--- src/rtl/result_link_rx.sv ---
// ============================================================================
// Module   : result_link_rx
// Brief    : Oversampled SPI receiver for the DSP PIC result byte; holds a
//            checked 3-bit code for the display stage and shifts back an ack.
// Revision : 1.0 - initial release
// ============================================================================
`default_nettype none

module result_link_rx (
    input  logic       clk,
    input  logic       reset,
    input  logic       sck,
    input  logic       sdi,
    input  logic       cs_n,
    input  logic       clear,
    output logic       sdo,
    output logic [2:0] result,
    output logic       result_valid,
    output logic       frame_err,
    output logic [7:0] err_count
);

    localparam logic [2:0] c_HEADER    = 3'b101;
    localparam logic [2:0] c_RES_NONE  = 3'b111;
    localparam logic [2:0] c_CODE_MAX  = 3'b100;

    typedef enum logic [1:0] {
        S_IDLE       = 2'd0,
        S_SHIFT      = 2'd1,
        S_CHECK      = 2'd2,
        S_WAIT_DESEL = 2'd3
    } state_t;

    // Two-flop synchronizers plus one extra sck stage for edge detection
    logic sck_meta_q, s_sck_q, sck_dly_q;
    logic sdi_meta_q, s_sdi_q;
    logic cs_meta_q,  s_cs_n_q;

    always_ff @(posedge clk) begin
        if (reset) begin
            sck_meta_q <= 1'b0;
            s_sck_q    <= 1'b0;
            sck_dly_q  <= 1'b0;
            sdi_meta_q <= 1'b0;
            s_sdi_q    <= 1'b0;
            cs_meta_q  <= 1'b1;
            s_cs_n_q   <= 1'b1;
        end else begin
            sck_meta_q <= sck;
            s_sck_q    <= sck_meta_q;
            sck_dly_q  <= s_sck_q;
            sdi_meta_q <= sdi;
            s_sdi_q    <= sdi_meta_q;
            cs_meta_q  <= cs_n;
            s_cs_n_q   <= cs_meta_q;
        end
    end

    logic w_sck_rise, w_sck_fall;
    assign w_sck_rise =  s_sck_q & ~sck_dly_q;
    assign w_sck_fall = ~s_sck_q &  sck_dly_q;

    state_t     state_q;
    logic [7:0] shift_q;
    logic [2:0] cnt_q;
    logic [7:0] ack_q;
    logic       sdo_q;
    logic [2:0] result_q;
    logic       result_valid_q;
    logic       frame_err_q;
    logic [7:0] err_count_q;

    logic [2:0] w_header, w_code;
    logic       w_accept;
    logic [1:0] w_unused_rsvd;
    assign w_header      = shift_q[7:5];
    assign w_code        = shift_q[2:0];
    assign w_unused_rsvd = shift_q[4:3];
    assign w_accept      = (w_header == c_HEADER) && (w_code <= c_CODE_MAX);

    always_ff @(posedge clk) begin
        if (reset) begin
            state_q        <= S_IDLE;
            shift_q        <= 8'h00;
            cnt_q          <= 3'd0;
            ack_q          <= 8'h00;
            sdo_q          <= 1'b0;
            result_q       <= c_RES_NONE;
            result_valid_q <= 1'b0;
            frame_err_q    <= 1'b0;
            err_count_q    <= 8'h00;
        end else begin
            frame_err_q <= 1'b0;
            if (clear) begin
                result_q       <= c_RES_NONE;
                result_valid_q <= 1'b0;
            end

            case (state_q)
                S_IDLE: begin
                    sdo_q <= 1'b0;
                    if (!s_cs_n_q) begin
                        state_q <= S_SHIFT;
                        cnt_q   <= 3'd0;
                        // Header MSB goes straight to sdo; ack_q holds bits 6..0
                        sdo_q   <= c_HEADER[2];
                        ack_q   <= {c_HEADER[1:0], 2'b00, result_q, 1'b0};
                    end
                end

                S_SHIFT: begin
                    if (s_cs_n_q) begin
                        state_q     <= S_IDLE;
                        sdo_q       <= 1'b0;
                        frame_err_q <= 1'b1;
                        if (err_count_q != 8'hFF) begin
                            err_count_q <= err_count_q + 8'd1;
                        end
                    end else begin
                        if (w_sck_rise) begin
                            shift_q <= {shift_q[6:0], s_sdi_q};
                            cnt_q   <= cnt_q + 3'd1;
                            if (cnt_q == 3'd7) begin
                                state_q <= S_CHECK;
                            end
                        end
                        if (w_sck_fall) begin
                            sdo_q <= ack_q[7];
                            ack_q <= {ack_q[6:0], 1'b0};
                        end
                    end
                end

                S_CHECK: begin
                    state_q <= S_WAIT_DESEL;
                    if (w_accept) begin
                        // A coincident clear discards the frame silently
                        if (!clear) begin
                            result_q       <= w_code;
                            result_valid_q <= 1'b1;
                        end
                    end else begin
                        frame_err_q <= 1'b1;
                        if (err_count_q != 8'hFF) begin
                            err_count_q <= err_count_q + 8'd1;
                        end
                    end
                end

                S_WAIT_DESEL: begin
                    if (s_cs_n_q) begin
                        state_q <= S_IDLE;
                        sdo_q   <= 1'b0;
                    end
                end

                default: begin
                    state_q <= S_IDLE;
                    sdo_q   <= 1'b0;
                end
            endcase
        end
    end

    assign sdo          = sdo_q;
    assign result       = result_q;
    assign result_valid = result_valid_q;
    assign frame_err    = frame_err_q;
    assign err_count    = err_count_q;

endmodule

`default_nettype wire

--- config.mk ---
export PLATFORM = sky130hd
export DESIGN_NAME = result_link_rx
export DESIGN_NICKNAME = d
export VERILOG_FILES = /design/src/rtl/result_link_rx.sv
export SDC_FILE = /design/constraint.sdc
export NUM_CORES = 1
export LEC_CHECK = 0
export ABC_AREA = 1
export CAP_MARGIN = 20
export CELL_PAD_IN_SITES_DETAIL_PLACEMENT = 2
export CELL_PAD_IN_SITES_GLOBAL_PLACEMENT = 2
export CORE_AREA = 2 2 58 114
export CTS_CLUSTER_SIZE = 14
export DETAILED_ROUTE_END_ITERATION = 7
export DIE_AREA = 0 0 60 116
export GPL_ROUTABILITY_DRIVEN = 0
export PLACE_DENSITY_LB_ADDON = 0.1
export SYNTH_ARGS = -nofsm -noshare
export SYNTH_HDL_FRONTEND = slang
export SYNTH_SLANG_ARGS = --single-unit
--- constraint.sdc ---
create_clock -name clk -period 2.2 [get_ports clk]
set_clock_uncertainty 0.05 [all_clocks]
set_input_delay 0.22 -clock clk [delete_from_list [all_inputs] [get_ports clk]]
set_output_delay 0.22 -clock clk [all_outputs]
set_load 0.005 [all_outputs]
* After elaboration in Yosys (flattened, before gate mapping)
Cells that the tools add are included.
** Storage, ports and cells
- Register bits :: 42
- Input bits :: 6
- Output and inout port bits :: 14
- Logic and storage cells :: 85
** Cells by class
- Add/sub/neg operators :: 2
- Order comparisons :: 1
- Eq/ne operators :: 16
- Mux-type cells :: 34
- Bitwise gates (word level) :: 5
- Reductions and logical operators :: 11
** Operators by type and width (number)
- 8-bit two-way mux :: 6
- 8-bit one-hot mux with 2 select lines :: 2
- 3-bit two-way mux :: 7
- 2-bit inequality test (second input constant) :: 7
- 4-bit AND reduction :: 3
- 1-bit two-way mux :: 10
- 2-bit two-way mux :: 5
- 3-bit inequality test (second input constant) :: 3
- 3-bit AND reduction :: 3
- 8-bit by 1-bit adder with 8-bit output (second input constant) :: 1
- 8-bit inequality test (second input constant) :: 1
- 2-bit one-hot mux with 4 select lines :: 1
- 3-bit equality test (second input constant) :: 2
- 3-bit one-hot mux with 2 select lines :: 1
- 2-bit equality test (second input constant) :: 2
- 2-bit nonzero test :: 2
- 3-bit by 1-bit adder with 3-bit output (second input constant) :: 1
- 3-bit less-or-equal comparator (second input constant) :: 1
- 1-bit NOT :: 3
- 1-bit one-hot mux with 3 select lines :: 1
- 3-bit nonzero test :: 1
- 1-bit bitwise AND :: 2
- 2-bit by 1-bit equality test with 1-bit output (second input constant) :: 1
- 2-bit logical NOT :: 1
- 2 further kinds :: 2

* Depth between registers and ports, before layout
- Depth in word-level cells :: 5
- Mapped depth :: 10
- Depth with buffers taken out :: 10

* Worst setup path after synthesis
OpenSTA, ideal clock, no wires.
- Kind :: register to register
- Start point :: register (tool-made name)
- End point :: register err_count_q[2], in the netlist err_count[2]
- Library setup time :: 0.113 ns
- Data arrival time :: 1.361 ns
- Data required time :: 2.037 ns
- Setup slack :: 0.676 ns
- Stages on the path, launching flop included :: 10
- Buffers on the path :: 1
- Period minus slack after synthesis :: 1.524 ns
- Cells stage by stage :: dfxtp_1 > inv_1 > ha_1 > buf_6 > inv_6 > or2_2 > nand2_4 > nand2_4 > nor2_1 > nor2_1
** RTL lines
- to (signal assigned) :: RTL line 117 : err_count_q <= err_count_q + 8'd1;
- to (signal assigned) :: RTL line 145 : err_count_q <= err_count_q + 8'd1;
- to (decl) :: RTL line 71 : logic [7:0] err_count_q;

==> impl_metrics.ini <==
[status]
status = finished, final reports clean

[logic_synthesis]
synth_mux_area_frac = 0
yosysUniqueCellTypes = 30
syn_avg_cell_area_um2 = 7.76
yosysSeqAreaShare = 0.439
mappedNetlistNets = 255
synth-xor-area-share = 0.0234
synth_fa_ha_area_frac = 0.0535
synth_compound_area_frac = 0.141
mappedNetlistArea_um2 = 1870
synth.top_cell.area_share = 0.439
synth_top_family_by_area = simple AND/OR/NAND/NOR gates
synth_area_leaders = dfxtp_1 44%, nand2_1 9.2%, nor2_1 7.6%
syn_inst = 241
synthSimpleGateAreaFrac = 0.270
yosys.area.top_type = dfxtp_1
yosysWarningCount = 0
synth-seq-cells = 41

[timing]
worst_slew_pin_slew_ns = 0.438
hold_viol_final = 0
finalMaxSlewViolations = 0
fin_tns_setup_ns = 0
max_freq_mhz = 570
finalCritPeriodShare = 0.798
min_period_ns = 1.76
setup_violations = 0
maxSlewHeadroom = 0.707
rsz0062_at_grt = false
timing.hold.ws_ns = 0.358

[clock_network]
ctsHoldBuffers = 0
clockBufferDepth = 2
cts.sinks = 41
clk_latency_ns = 0.29
cts_resized = 0
cts_buffers = 5
cts_tree = built
clk_pin_slew_ns = 0.06
post_cts_buffers = 0
h-tree-depth = 2
clock-root-buffer = clkbuf_16

[critical_path]
worstReg2RegEnd = ack_q[7]
criticalPathCategory = reg2reg
required_ns = 2.33
crit_fanout = 10
crit_arrival_ns = 1.88
cp-start-kind = flop
crit_path_end_kind = flop
rrSetupSlack_ns = 0.44
reg2reg_depth = 9

[grt]
grt_pass1_vias = 1784
grt_overflow = 0
grt_max_degree = 28
grt_pass1_wl_um = 8460
grt_usage = 0.168
antenna_found_initial = 0

[floorplan]
row_count = 40
dieHeight_um = 116
die-width_um = 60
core_area_um2 = 6060
dieArea_um2 = 6960
start_util = 0.309
io_pins = 20

[worst_hold_path]
holdCritPathClass = reg2reg
hold_path_depth = 2
hold_start = sck_meta_q
hold_end = s_sck_q

[layout]
drive_gt1_frac = 0.113
fillers = 713
finish.net_count = 280
final_area_um2 = 2300
area_growth_pct = 23.2
antennaDiodeCount = 0
final_core_util = 0.380

[route]
top_layer = met4
dr.pass1.iters = 4
vias = 1649
avgRoutedWirePerCell_um = 14.6
drcViolationCount = 0
via_per_inst = 4.71
drt-total-wl_um = 5110
drtIter0Drc = 24
route.met3.wl_um = 95
wl_met1_um = 1750
dr_wl_met2_um = 3120
drtAntennaViolNets = 0

[pwr]
vdd_drop_max_v = 0.000516
p_leak_nw = 0.983
power_mw = 2.20
powerDensity_nw_per_um2 = 953

[job]
cap_violations = 0

[place]
place_area_um2 = 2160
io_buffers = 19
dp_hpwl_um = 4080
## worst max-delay path: stages, from the launching register on
cell and delay [ns]:
dfxtp_1 0.33, inv_1 0.12, ha_1 0.26, inv_6 0.08
nor2_4 0.18, nand3_1 0.15, nand2_2 0.20, inv_2 0.09
a21oi_1 0.14, nor2_1 0.05
## logic make-up (layout without fill, tap and decap cells)
kind of cell	count (synthesis)	in the layout
AO/OA/AOI/OAI	45	45
XOR/XNOR	5	5
adder cells (fa/ha/maj)	8	8
buffers and inverters	30	55
flip-flops	41	41
AND/OR/NAND/NOR	112	112
## placed cells by master (no fill, tap or decap), drive strengths merged
cell and instances:
nand2 50, dfxtp 41, nor2 40, inv 26
o21ai 21, clkdlybuf4s50 19, a21oi 18, nand3 17
ha 8, clkbuf 6, xor2 5, or2 3
buf 3, a31oi 2, o211ai 2, nor3 1
o31ai 1, o21a 1, nand3b 1, clkinvlp 1
## cell usage after synthesis
cell type  count
inv_1         22
a31oi_1        2
a21oi_1       15
nand2_1       46
nor2_1        38
nand2_2        1
o211ai_1       2
xor2_1         5
nor3_4         1
inv_6          1
inv_2          2
nor2_2         1
nand2_4        3
inv_4          1
buf_6          2
nand3_1       16
o31ai_1        1
o21ai_1        3
nor2_4         1
a21oi_2        2
o21ai_0       16
o21a_1         1
nand3b_1       1
dfxtp_1       41
o21ai_2        2
a21oi_4        1
clkbuf_1       2
ha_1           8
or2_2          3
nand3_2        1
## layout make-up
| type | count | area, um^2 | share of cell area |
|---|---|---|---|
| timing repair buffer | 22 | 213 | 0.0923 |
| sequential | 41 | 821 | 0.356 |
| multi-input combinational | 170 | 913 | 0.397 |
| tap | 84 | 105 | 0.0456 |
| clock inverter | 1 | 7.51 | 0.00326 |
| inverter | 26 | 105 | 0.0456 |
| clock buffer | 6 | 139 | 0.0603 |
## worst max path at each step
stage,startpoint,endpoint,slack [ns],depth (start not counted)
floorplan,flop,err_count[2],0.68,9
global placement,flop,ack_q[7],0.43,9
detailed placement,flop,ack_q[7],0.42,9
CTS,flop,ack_q[7],0.41,9
global route,flop,ack_q[4],0.25,9
finish,flop,ack_q[7],0.44,9
## report_power, final
part	internal, mW	switching, mW
Clock	0.445	0.294
Combinational	0.245	0.297
Sequential	0.825	0.0906
Total	1.51	0.681
## state kept, by name, indices dropped and copies added (netlist names), 3 cells and up, named ones only
signal	flops
ack_q	7
cnt_q	3
err_count	8
result	3
shift_q	8
## routing by layer
layer  up-vias  global-route usage
met5         -                   0
met4         0              0.0874
met3         9              0.0290
met2        21               0.346
met1       796               0.138
li1        823                   -
## through the flow
stage                     std cells  setup WS [ns]
final                           350          0.445
after detailed placement        343          0.416
after global routing            350          0.246
after floorplan                 241          0.676
after global placement          343          0.433
after CTS                       350          0.407
(Power assumes the default switching activity.)
